==> src/rtl/bus_dma_pkg.sv <==
// Shared definitions for the bus DMA master: FSM encoding and default bus widths.
// Shared with the bus, arbiter and decoder so all agree on address/data width.
package bus_dma_pkg;
  localparam int ADDR_W = 8;
  localparam int DATA_W = 32;
  localparam int LEN_W  = 8;

  typedef enum logic [2:0] {
    IDLE    = 3'd0,
    RD_ADDR = 3'd1,
    RD_DATA = 3'd2,
    WR      = 3'd3,
    FIN     = 3'd4
  } dma_state_t;
endpackage

==> src/rtl/bus_dma_addr_gen.sv <==
// Address and word-count bookkeeping for the DMA master: current source and
// destination pointers (wrapping) and the remaining-word counter.
module bus_dma_addr_gen #(
  parameter int ADDR_W = 8,
  parameter int LEN_W  = 8
) (
  input  logic              clk,
  input  logic              reset,
  input  logic              i_load,
  input  logic [ADDR_W-1:0] i_src,
  input  logic [ADDR_W-1:0] i_dst,
  input  logic [LEN_W-1:0]  i_len,
  input  logic              i_inc_src,
  input  logic              i_commit,
  output logic [ADDR_W-1:0] o_cur_src,
  output logic [ADDR_W-1:0] o_cur_dst,
  output logic              o_last
);
  logic [ADDR_W-1:0] r_cur_src;
  logic [ADDR_W-1:0] r_cur_dst;
  logic [LEN_W-1:0]  r_remaining;

  // A committed write advances the destination and consumes one word together.
  always_ff @(posedge clk or posedge reset) begin
    if (reset) begin
      r_cur_src   <= '0;
      r_cur_dst   <= '0;
      r_remaining <= '0;
    end else if (i_load) begin
      r_cur_src   <= i_src;
      r_cur_dst   <= i_dst;
      r_remaining <= i_len;
    end else begin
      if (i_inc_src) r_cur_src <= r_cur_src + ADDR_W'(1);
      if (i_commit) begin
        r_cur_dst   <= r_cur_dst + ADDR_W'(1);
        r_remaining <= r_remaining - LEN_W'(1);
      end
    end
  end

  assign o_cur_src = r_cur_src;
  assign o_cur_dst = r_cur_dst;
  assign o_last    = (r_remaining == LEN_W'(1));
endmodule

==> src/rtl/bus_dma_master.sv <==
// Single-channel bus-master copy engine: one read then one write per word.
// Define BUS_DMA_FILL_EN to add fill mode (write a latched pattern, no reads).
module bus_dma_master
  import bus_dma_pkg::*;
#(
  parameter int ADDR_W = bus_dma_pkg::ADDR_W,
  parameter int DATA_W = bus_dma_pkg::DATA_W,
  parameter int LEN_W  = bus_dma_pkg::LEN_W
) (
  input  logic              clk,
  input  logic              reset,
  input  logic              start,
  input  logic [ADDR_W-1:0] src_addr,
  input  logic [ADDR_W-1:0] dst_addr,
  input  logic [LEN_W-1:0]  len,
  input  logic              fill_mode,
  input  logic [DATA_W-1:0] fill_data,
  output logic              busy,
  output logic              done,
  output logic              m_req,
  output logic              m_wr,
  output logic [ADDR_W-1:0] m_address,
  output logic [DATA_W-1:0] m_dout,
  input  logic              m_grant,
  input  logic [DATA_W-1:0] m_din,
  output logic [2:0]        dbg_state
);
  dma_state_t        r_state;
  logic              w_load;
  logic              w_inc_src;
  logic              w_commit;
  logic [ADDR_W-1:0] w_cur_src;
  logic [ADDR_W-1:0] w_cur_dst;
  logic              w_last;

  assign w_load    = (r_state == IDLE) && start;
  assign w_inc_src = (r_state == RD_DATA);
  assign w_commit  = (r_state == WR) && m_grant;
  assign dbg_state = r_state;

  bus_dma_addr_gen #(.ADDR_W(ADDR_W), .LEN_W(LEN_W)) u_addr_gen (
    .clk       (clk),
    .reset     (reset),
    .i_load    (w_load),
    .i_src     (src_addr),
    .i_dst     (dst_addr),
    .i_len     (len),
    .i_inc_src (w_inc_src),
    .i_commit  (w_commit),
    .o_cur_src (w_cur_src),
    .o_cur_dst (w_cur_dst),
    .o_last    (w_last)
  );

`ifdef BUS_DMA_FILL_EN
  logic r_fill;
`else
  logic w_unused_fill;
  assign w_unused_fill = ^{fill_mode, fill_data};
`endif

  // Bus handshake: an access (read or write) is taken on any rising edge where
  // m_req=1 and m_grant=1; while the grant is low every bus output holds. Read
  // data on m_din belongs to the cycle after the granted read. Outputs are
  // registered, so each transition loads the values for the state being entered.
  always_ff @(posedge clk or posedge reset) begin
    if (reset) begin
      r_state   <= IDLE;
      busy      <= 1'b0;
      done      <= 1'b0;
      m_req     <= 1'b0;
      m_wr      <= 1'b0;
      m_address <= '0;
      m_dout    <= '0;
`ifdef BUS_DMA_FILL_EN
      r_fill    <= 1'b0;
`endif
    end else begin
      done <= 1'b0;
      case (r_state)
        IDLE: begin
          if (start) begin
            busy <= 1'b1;
`ifdef BUS_DMA_FILL_EN
            r_fill <= fill_mode;
`endif
            if (len == '0) begin
              r_state <= FIN;
              done    <= 1'b1;
`ifdef BUS_DMA_FILL_EN
            end else if (fill_mode) begin
              r_state   <= WR;
              m_req     <= 1'b1;
              m_wr      <= 1'b1;
              m_address <= dst_addr;
              m_dout    <= fill_data;
`endif
            end else begin
              r_state   <= RD_ADDR;
              m_req     <= 1'b1;
              m_address <= src_addr;
            end
          end
        end
        RD_ADDR: begin
          if (m_grant) r_state <= RD_DATA;
        end
        RD_DATA: begin
          r_state   <= WR;
          m_wr      <= 1'b1;
          m_address <= w_cur_dst;
          m_dout    <= m_din;
        end
        WR: begin
          if (m_grant) begin
            if (w_last) begin
              r_state   <= FIN;
              done      <= 1'b1;
              m_req     <= 1'b0;
              m_wr      <= 1'b0;
              m_address <= '0;
              m_dout    <= '0;
`ifdef BUS_DMA_FILL_EN
            end else if (r_fill) begin
              m_address <= m_address + ADDR_W'(1);
`endif
            end else begin
              r_state   <= RD_ADDR;
              m_wr      <= 1'b0;
              m_dout    <= '0;
              m_address <= w_cur_src;
            end
          end
        end
        FIN: begin
          r_state <= IDLE;
          busy    <= 1'b0;
        end
        default: r_state <= IDLE;
      endcase
    end
  end
endmodule
==> config.mk <==
export PLATFORM = sky130hd
export DESIGN_NAME = bus_dma_master
export DESIGN_NICKNAME = d
export VERILOG_FILES = /design/src/rtl/bus_dma_pkg.sv /design/src/rtl/bus_dma_addr_gen.sv /design/src/rtl/bus_dma_master.sv
export SDC_FILE = /design/constraint.sdc
export NUM_CORES = 1
export LEC_CHECK = 0
export BUFFER_PORTS_ARGS = -buffer_cell sky130_fd_sc_hd__buf_2
export CAP_MARGIN = 30
export CORE_AREA = 2 2 84 86
export CTS_CLUSTER_SIZE = 12
export DETAILED_ROUTE_END_ITERATION = 7
export DIE_AREA = 0 0 86 88
export GPL_TIMING_DRIVEN = 1
export PLACE_DENSITY = 0.82
export SLEW_MARGIN = 20
export SYNTH_ARGS = -nofsm -noshare
export SYNTH_HDL_FRONTEND = slang
export SYNTH_HIERARCHICAL = 1
export SYNTH_SLANG_ARGS = --single-unit
==> constraint.sdc <==
create_clock -name clk -period 6.5 [get_ports clk]
set_input_delay 1.3 -clock clk [delete_from_list [all_inputs] [get_ports clk]]
set_output_delay 1.3 -clock clk [all_outputs]
set_load 0.01 [all_outputs]
== Yosys cells after proc, flatten, opt, wreduce, memory -nomap -nowiden ==
Cells that the tools add are included.

* Add/sub/neg operators: 3
* Multiply operators: 0
* Divide/modulo/power cells: 0
* Magnitude comparators: 0
* Equality and inequality tests: 10
* Shift operators: 0
* Multiplexer cells: 33
* Bitwise gates (word level): 0
* Reductions and logical operators: 15

{| class="wikitable"
|+ Operator list
! cell !! count
|-
| 2-to-1 mux 8 bit || 10
|-
| one-hot mux 32 bit (2 select lines) || 1
|-
| 2-to-1 mux 32 bit || 1
|-
| one-hot mux 8 bit (3 select lines) || 1
|-
| adder 8 x 1 -> 8 bit, second input constant || 2
|-
| 2-to-1 mux 3 bit || 5
|-
| one-hot mux 3 bit (4 select lines) || 1
|-
| 2-to-1 mux 1 bit || 10
|-
| nonzero test 2 bit || 5
|-
| == test 8 x 1 -> 1 bit, second input constant || 1
|-
| logical NOT 8 bit || 1
|-
| != test 2 bit, second input constant || 4
|-
| one-hot mux 1 bit (2 select lines) || 4
|-
| subtractor 8 x 1 -> 8 bit, second input constant || 1
|-
| == test 3 x 2 -> 1 bit, second input constant || 2
|-
| AND reduction 5 bit || 1
|-
| AND reduction 2 bit || 2
|-
| AND reduction 4 bit || 1
|-
| == test 3 x 1 -> 1 bit, second input constant || 1
|-
| == test 3 bit, second input constant || 1
|-
| logical NOT 3 bit || 1
|-
| AND reduction 3 bit || 1
|-
| nonzero test 3 bit || 1
|-
| logical AND 1 bit || 2
|-
| != test 2 x 1 -> 1 bit, second input constant || 1
|}

* Bits in registers: 71
* Latch bits: 0
* Bits in writable memories: 0
* Memory bits (read-only): 0
* Output and inout bits: 47
* Memories kept: 0

== Logic depth before layout (Yosys ltp) ==
* Depth after elaboration: 4
* Gate-level depth with buffers: 8
* Gate-level depth less buffers: 7

== Cells and area by module ==
The synthesis kept the hierarchy.

{| class="wikitable"
|+ Modules (own cells, without submodules)
! module !! times used !! cells an instance !! area each (um^2)
|-
| bus_dma_master || 1 || 161 || 1965.6
|-
| bus_dma_addr_gen || 1 || 143 || 1311.3
|}

== Worst setup path after synthesis ==
OpenSTA, ideal clock, no wires.

* Path type: input to register
* Start: input port m_grant
* End: register u_addr_gen.r_remaining[7]
* Setup time: 0.082 ns
* Data arrival time: 2.621 ns
* Required time: 6.418 ns
* Path slack: 3.797 ns
* Cell stages on the path: 5
* Buffers on the path: 0
* Cell sequence: nand2_1 -> nor2_1 -> or3b_1 -> or4_1 -> a31oi_1

* Longest elaborated chain between the ends: 2

{| class="wikitable"
|+ Ends and longest elaborated chain
! what !! RTL line !! RTL
|-
| start: declaration || bus_dma_master.sv:24 || <nowiki>input logic m_grant,</nowiki>
|-
| logical AND 1 bit || bus_dma_master.sv:38 || <nowiki>assign w_commit = (r_state == WR) && m_grant;</nowiki>
|-
| named net w_commit || bus_dma_master.sv:31 || <nowiki>logic w_commit;</nowiki>
|-
| nonzero test 2 bit (no line) || -- ||
|-
| end signal: assignment || bus_dma_addr_gen.sv:32 || <nowiki>r_remaining <= i_len;</nowiki>
|-
| end signal: assignment || bus_dma_addr_gen.sv:37 || <nowiki>r_remaining <= r_remaining - LEN_W'(1);</nowiki>
|-
| end: declaration || bus_dma_addr_gen.sv:21 || <nowiki>logic [LEN_W-1:0] r_remaining;</nowiki>
|}

The timed path passes the listed nets, and every way through them passes these cells.
A chain may end at the register's enable or synchronous reset.

== Final worst setup path ==
Ends and elaborated chain as after synthesis.

==> summary.txt <==
Die
  – Core area: 0.006644 sq mm
  – Initial core utilization: 49.32%
  – Io pins: 140
  – Die area: 0.007568 sq mm
  – Row count: 30
  – DIE WIDTH: 86 microns
  – Die Ht: 88 microns

Synth
  – Syn_nets: 401
  – Ys flop type: dfrtp_1
  – Synth area leader: dfrtp_1
  – Top cells by area, synth: dfrtp_1, a22o_1, nand2_1
  – Synth cell types: 37
  – Top cell type's share of synthesized area: 54.22%
  – Seq cells post-synth: 71
  – Netlist area before placement: 0.003277 sq mm
  – Register area share after synthesis: 54.22%
  – Syn_area_per_cell: 10.78 sq um
  – Synth Instances: 304
  – Asr flop ratio synth: 100.0%
  – EDFF count, synth: 0
  – Yosys warns: 6

Detailed routing
  – Wire per inst: 14.83 microns
  – Post-Route WL: 7.298 mm
  – Iteration-0 DRC Markers: 156
  – Final ANT Viol Nets: 0
  – Drt drc: 0
  – First-pass iteration count of the detailed router: 4
  – Via density: 5.486
  – Vias: 2,699

Global route
  – Largest net degree at the start of global routing: 48
  – Grt ovf: 0
  – Tot GR Track Use: 19.69%
  – First-pass GRT wire length: 11.59 mm
  – Initial antenna violation count: 0
  – Vias in the first global route: 2,468

Pwr
  – Clk network pwr share: 19.5%
  – Sw Share: 36.71%
  – Switching power total: 0.6955 mW
  – Pwr dens: 460.5 mW/mm^2
  – Seq pwr share: 40.8%
  – Int Power: 1.199 mW
  – Gate power share: 39.6%
  – Leak pwr: 1.998 nW
  – Worst IR Drop VDD: 0.0001977 V

Job
  – Max-cap viol count: 0

Place
  – HPWL after DPL: 5.205 mm
  – GP Congestion: 0.8227
  – Port Buffers: 106

STA
  – Final setup fails: 0
  – Fmax: 318.2 MHz
  – Worst slew pin tran: 897.8 ps
  – Final min period: 3143 ps
  – Fin crit share: 48.35%
  – TNS Setup: 0 ps
  – Skew final: 8.551 ps
  – RSZ-0062 raised after global routing: false
  – Pins over their slew limit: 0
  – Final hold violation count: 0
  – Max-slew headroom: 39.92%

Final layout
  – Fillers: 543
  – Final Util: 61.92%
  – Layout cells sized above 1: 33.98%
  – Final net count: 505
  – Area of the multi-input gates: 0.001385 sq mm
  – Sequential cell area: 0.001777 sq mm
  – Area growth from synthesis to layout: 25.54%
  – Diodes inserted: 0

CTS
  – CTS tree: built
  – Setup Buffers After CTS: 0
  – Clock Sinks: 71
  – Worst-Skew Late Latency: 340 ps
  – CTS hold repair buffers: 0
  – Post-CTS Resized: 0
  – Depth of the CTS H-tree: 3
  – Clock transition at path regs: 70 ps
  – CTS Buf Count: 9
  – Clock buffer depth: 2
  – Root Buffer: clkbuf_8

Critical path
  – CP Class: primary input to flip-flop
  – Worst-path cell chain: buf_2 -> nand2_1 -> nor2_1 -> or3b_1 -> or4_1 -> a31oi_1
  – Slowest cell on the critical path: nor2_1
  – CP Launch Type: primary input
  – Critical Path AT: 3400 ps
  – Worst endpoint required time: 6760 ps
  – CP peak stage delay: 720 ps
  – Critical path capture point type: flip-flop
  – Crit-path max FO: 14

Status
  – Status: complete, no violations

Hold path
  – Hold Crit Class: flip-flop to flip-flop
## worst paths after layout
path / cells after the start / start / to / slack [ps]
min in group asynchronous: 2 / reset / busy$_DFFE_PP0P_ / 890
setup reg to reg: 5 / dbg_state[2]$_DFFE_PP0P_ / u_addr_gen/r_remaining[7]$_DFFE_PP0P_ / 3510
hold reg to reg: 1 / m_wr$_DFFE_PP0P_ / m_wr$_DFFE_PP0P_ / 470
hold / removal: 1 / m_wr$_DFFE_PP0P_ / m_wr$_DFFE_PP0P_ / 470
setup / recovery: 6 / m_grant / u_addr_gen/r_remaining[7]$_DFFE_PP0P_ / 3360
max in group asynchronous: 3 / reset / m_dout[21]$_DFFE_PP0P_ / 5150
## layout by cell type, fill, tap and decap left out, types with 2 or more instances in the layout
cell type  synthesis  routed
xor2_1             8       8
buf_2              8     106
nand2_1           39      39
nor4_1             2       2
clkinv_2           0       2
a31oi_1            2       2
o21ai_0           26      26
nor2_1             7       7
dfrtp_1           71      71
a21o_1             2       2
mux2i_1            2       2
inv_1              8       7
o211ai_1           8       8
a22o_1            32      32
mux2_4             8       8
bufinv_16          0       2
clkbuf_8           0       9
xnor2_1            4       4
or3_2              2       2
a21oi_1           12      12
nand3_1           11      11
or4_1              9       9
nand4_1            8       8
nor2b_1            9       9
ha_1               4       4
## cells by family (layout without fill, tap and decap cells)
family	count (synthesis)	in the layout	synth area share [%]
AO/OA/AOI/OAI	87	87	18.29
XOR/XNOR	12	12	3.207
adder cells (fa/ha/maj)	4	4	1.527
buffers and inverters	26	134	3.513
flip-flops	71	71	54.22
multiplexers	10	10	4.277
AND/OR/NAND/NOR	94	94	14.97
## final cells by class
cell class	count	area share, %
timing repair buffer	111	14.87
tap	80	2.433
sequential	71	43.19
clock inverter	6	2.099
multi-input combinational	207	33.67
clock buffer	9	3.011
inverter	8	0.7299
## metal layers
metal	GRT usage (%)	vias up	part of all wire (%)
met4	8.369	0	1.1
met3	4.053	10	8.2
li1	-	1321	-
met2	30.16	114	45
met5	0	-	0
met1	27.41	1254	46
## critical path: cells and delay by family
family	cells	cell delay, ps
simple gates	4	1810
buf+inv	1	100
compound gates	1	180
## power groups by stage
stage / logic [mW] / registers [mW] / clock network, mW
2_1_floorplan: 0.498 / 0.794 / 0
3_3_place_gp: 0.713 / 0.768 / 0
3_5_place_dp: 0.745 / 0.775 / 0
4_1_cts: 0.749 / 0.770 / 0.381
5_1_grt: 0.832 / 0.800 / 0.402
6_report: 0.751 / 0.774 / 0.370
## registers in the layout, indices dropped and copies added, names as in the netlist
signal	flops
done	1
dbg_state	3
u_addr_gen/o_cur_src	8
m_dout	32
u_addr_gen/r_remaining	8
u_addr_gen/o_cur_dst	8
m_wr	1
m_req	1
m_address	8
busy	1
## synth_stat cells, types with 4 or more instances
library cell,number
inv_1,8
xnor2_1,4
nand3_1,11
or4_1,9
nand2_1,39
mux2_4,8
nor2b_1,9
xor2_1,8
nand4_1,8
nor2_1,7
a21oi_1,12
o21ai_0,26
a22o_1,32
ha_1,4
o211ai_1,8
dfrtp_1,71
buf_2,8
clkbuf_1,7
## through the flow
| stage | instance area (sq um) | setup slack, ps | instances | power, mW | hold slack (ps) |
|---|---|---|---|---|---|
| after floorplan | 3277 | 3797 | 304 | 1.292 | 496.0 |
| after global placement | 3830 | 3075 | 473 | 1.482 | 453.9 |
| after detailed placement | 3857 | 3012 | 474 | 1.520 | 460.8 |
| after CTS | 4068 | 3389 | 489 | 1.899 | 476.2 |
| after global routing | 4114 | 3203 | 492 | 2.035 | 497.8 |
| final | 4114 | 3357 | 492 | 1.895 | 470.2 |
Note: power is estimated with default switching activity, not from simulation.
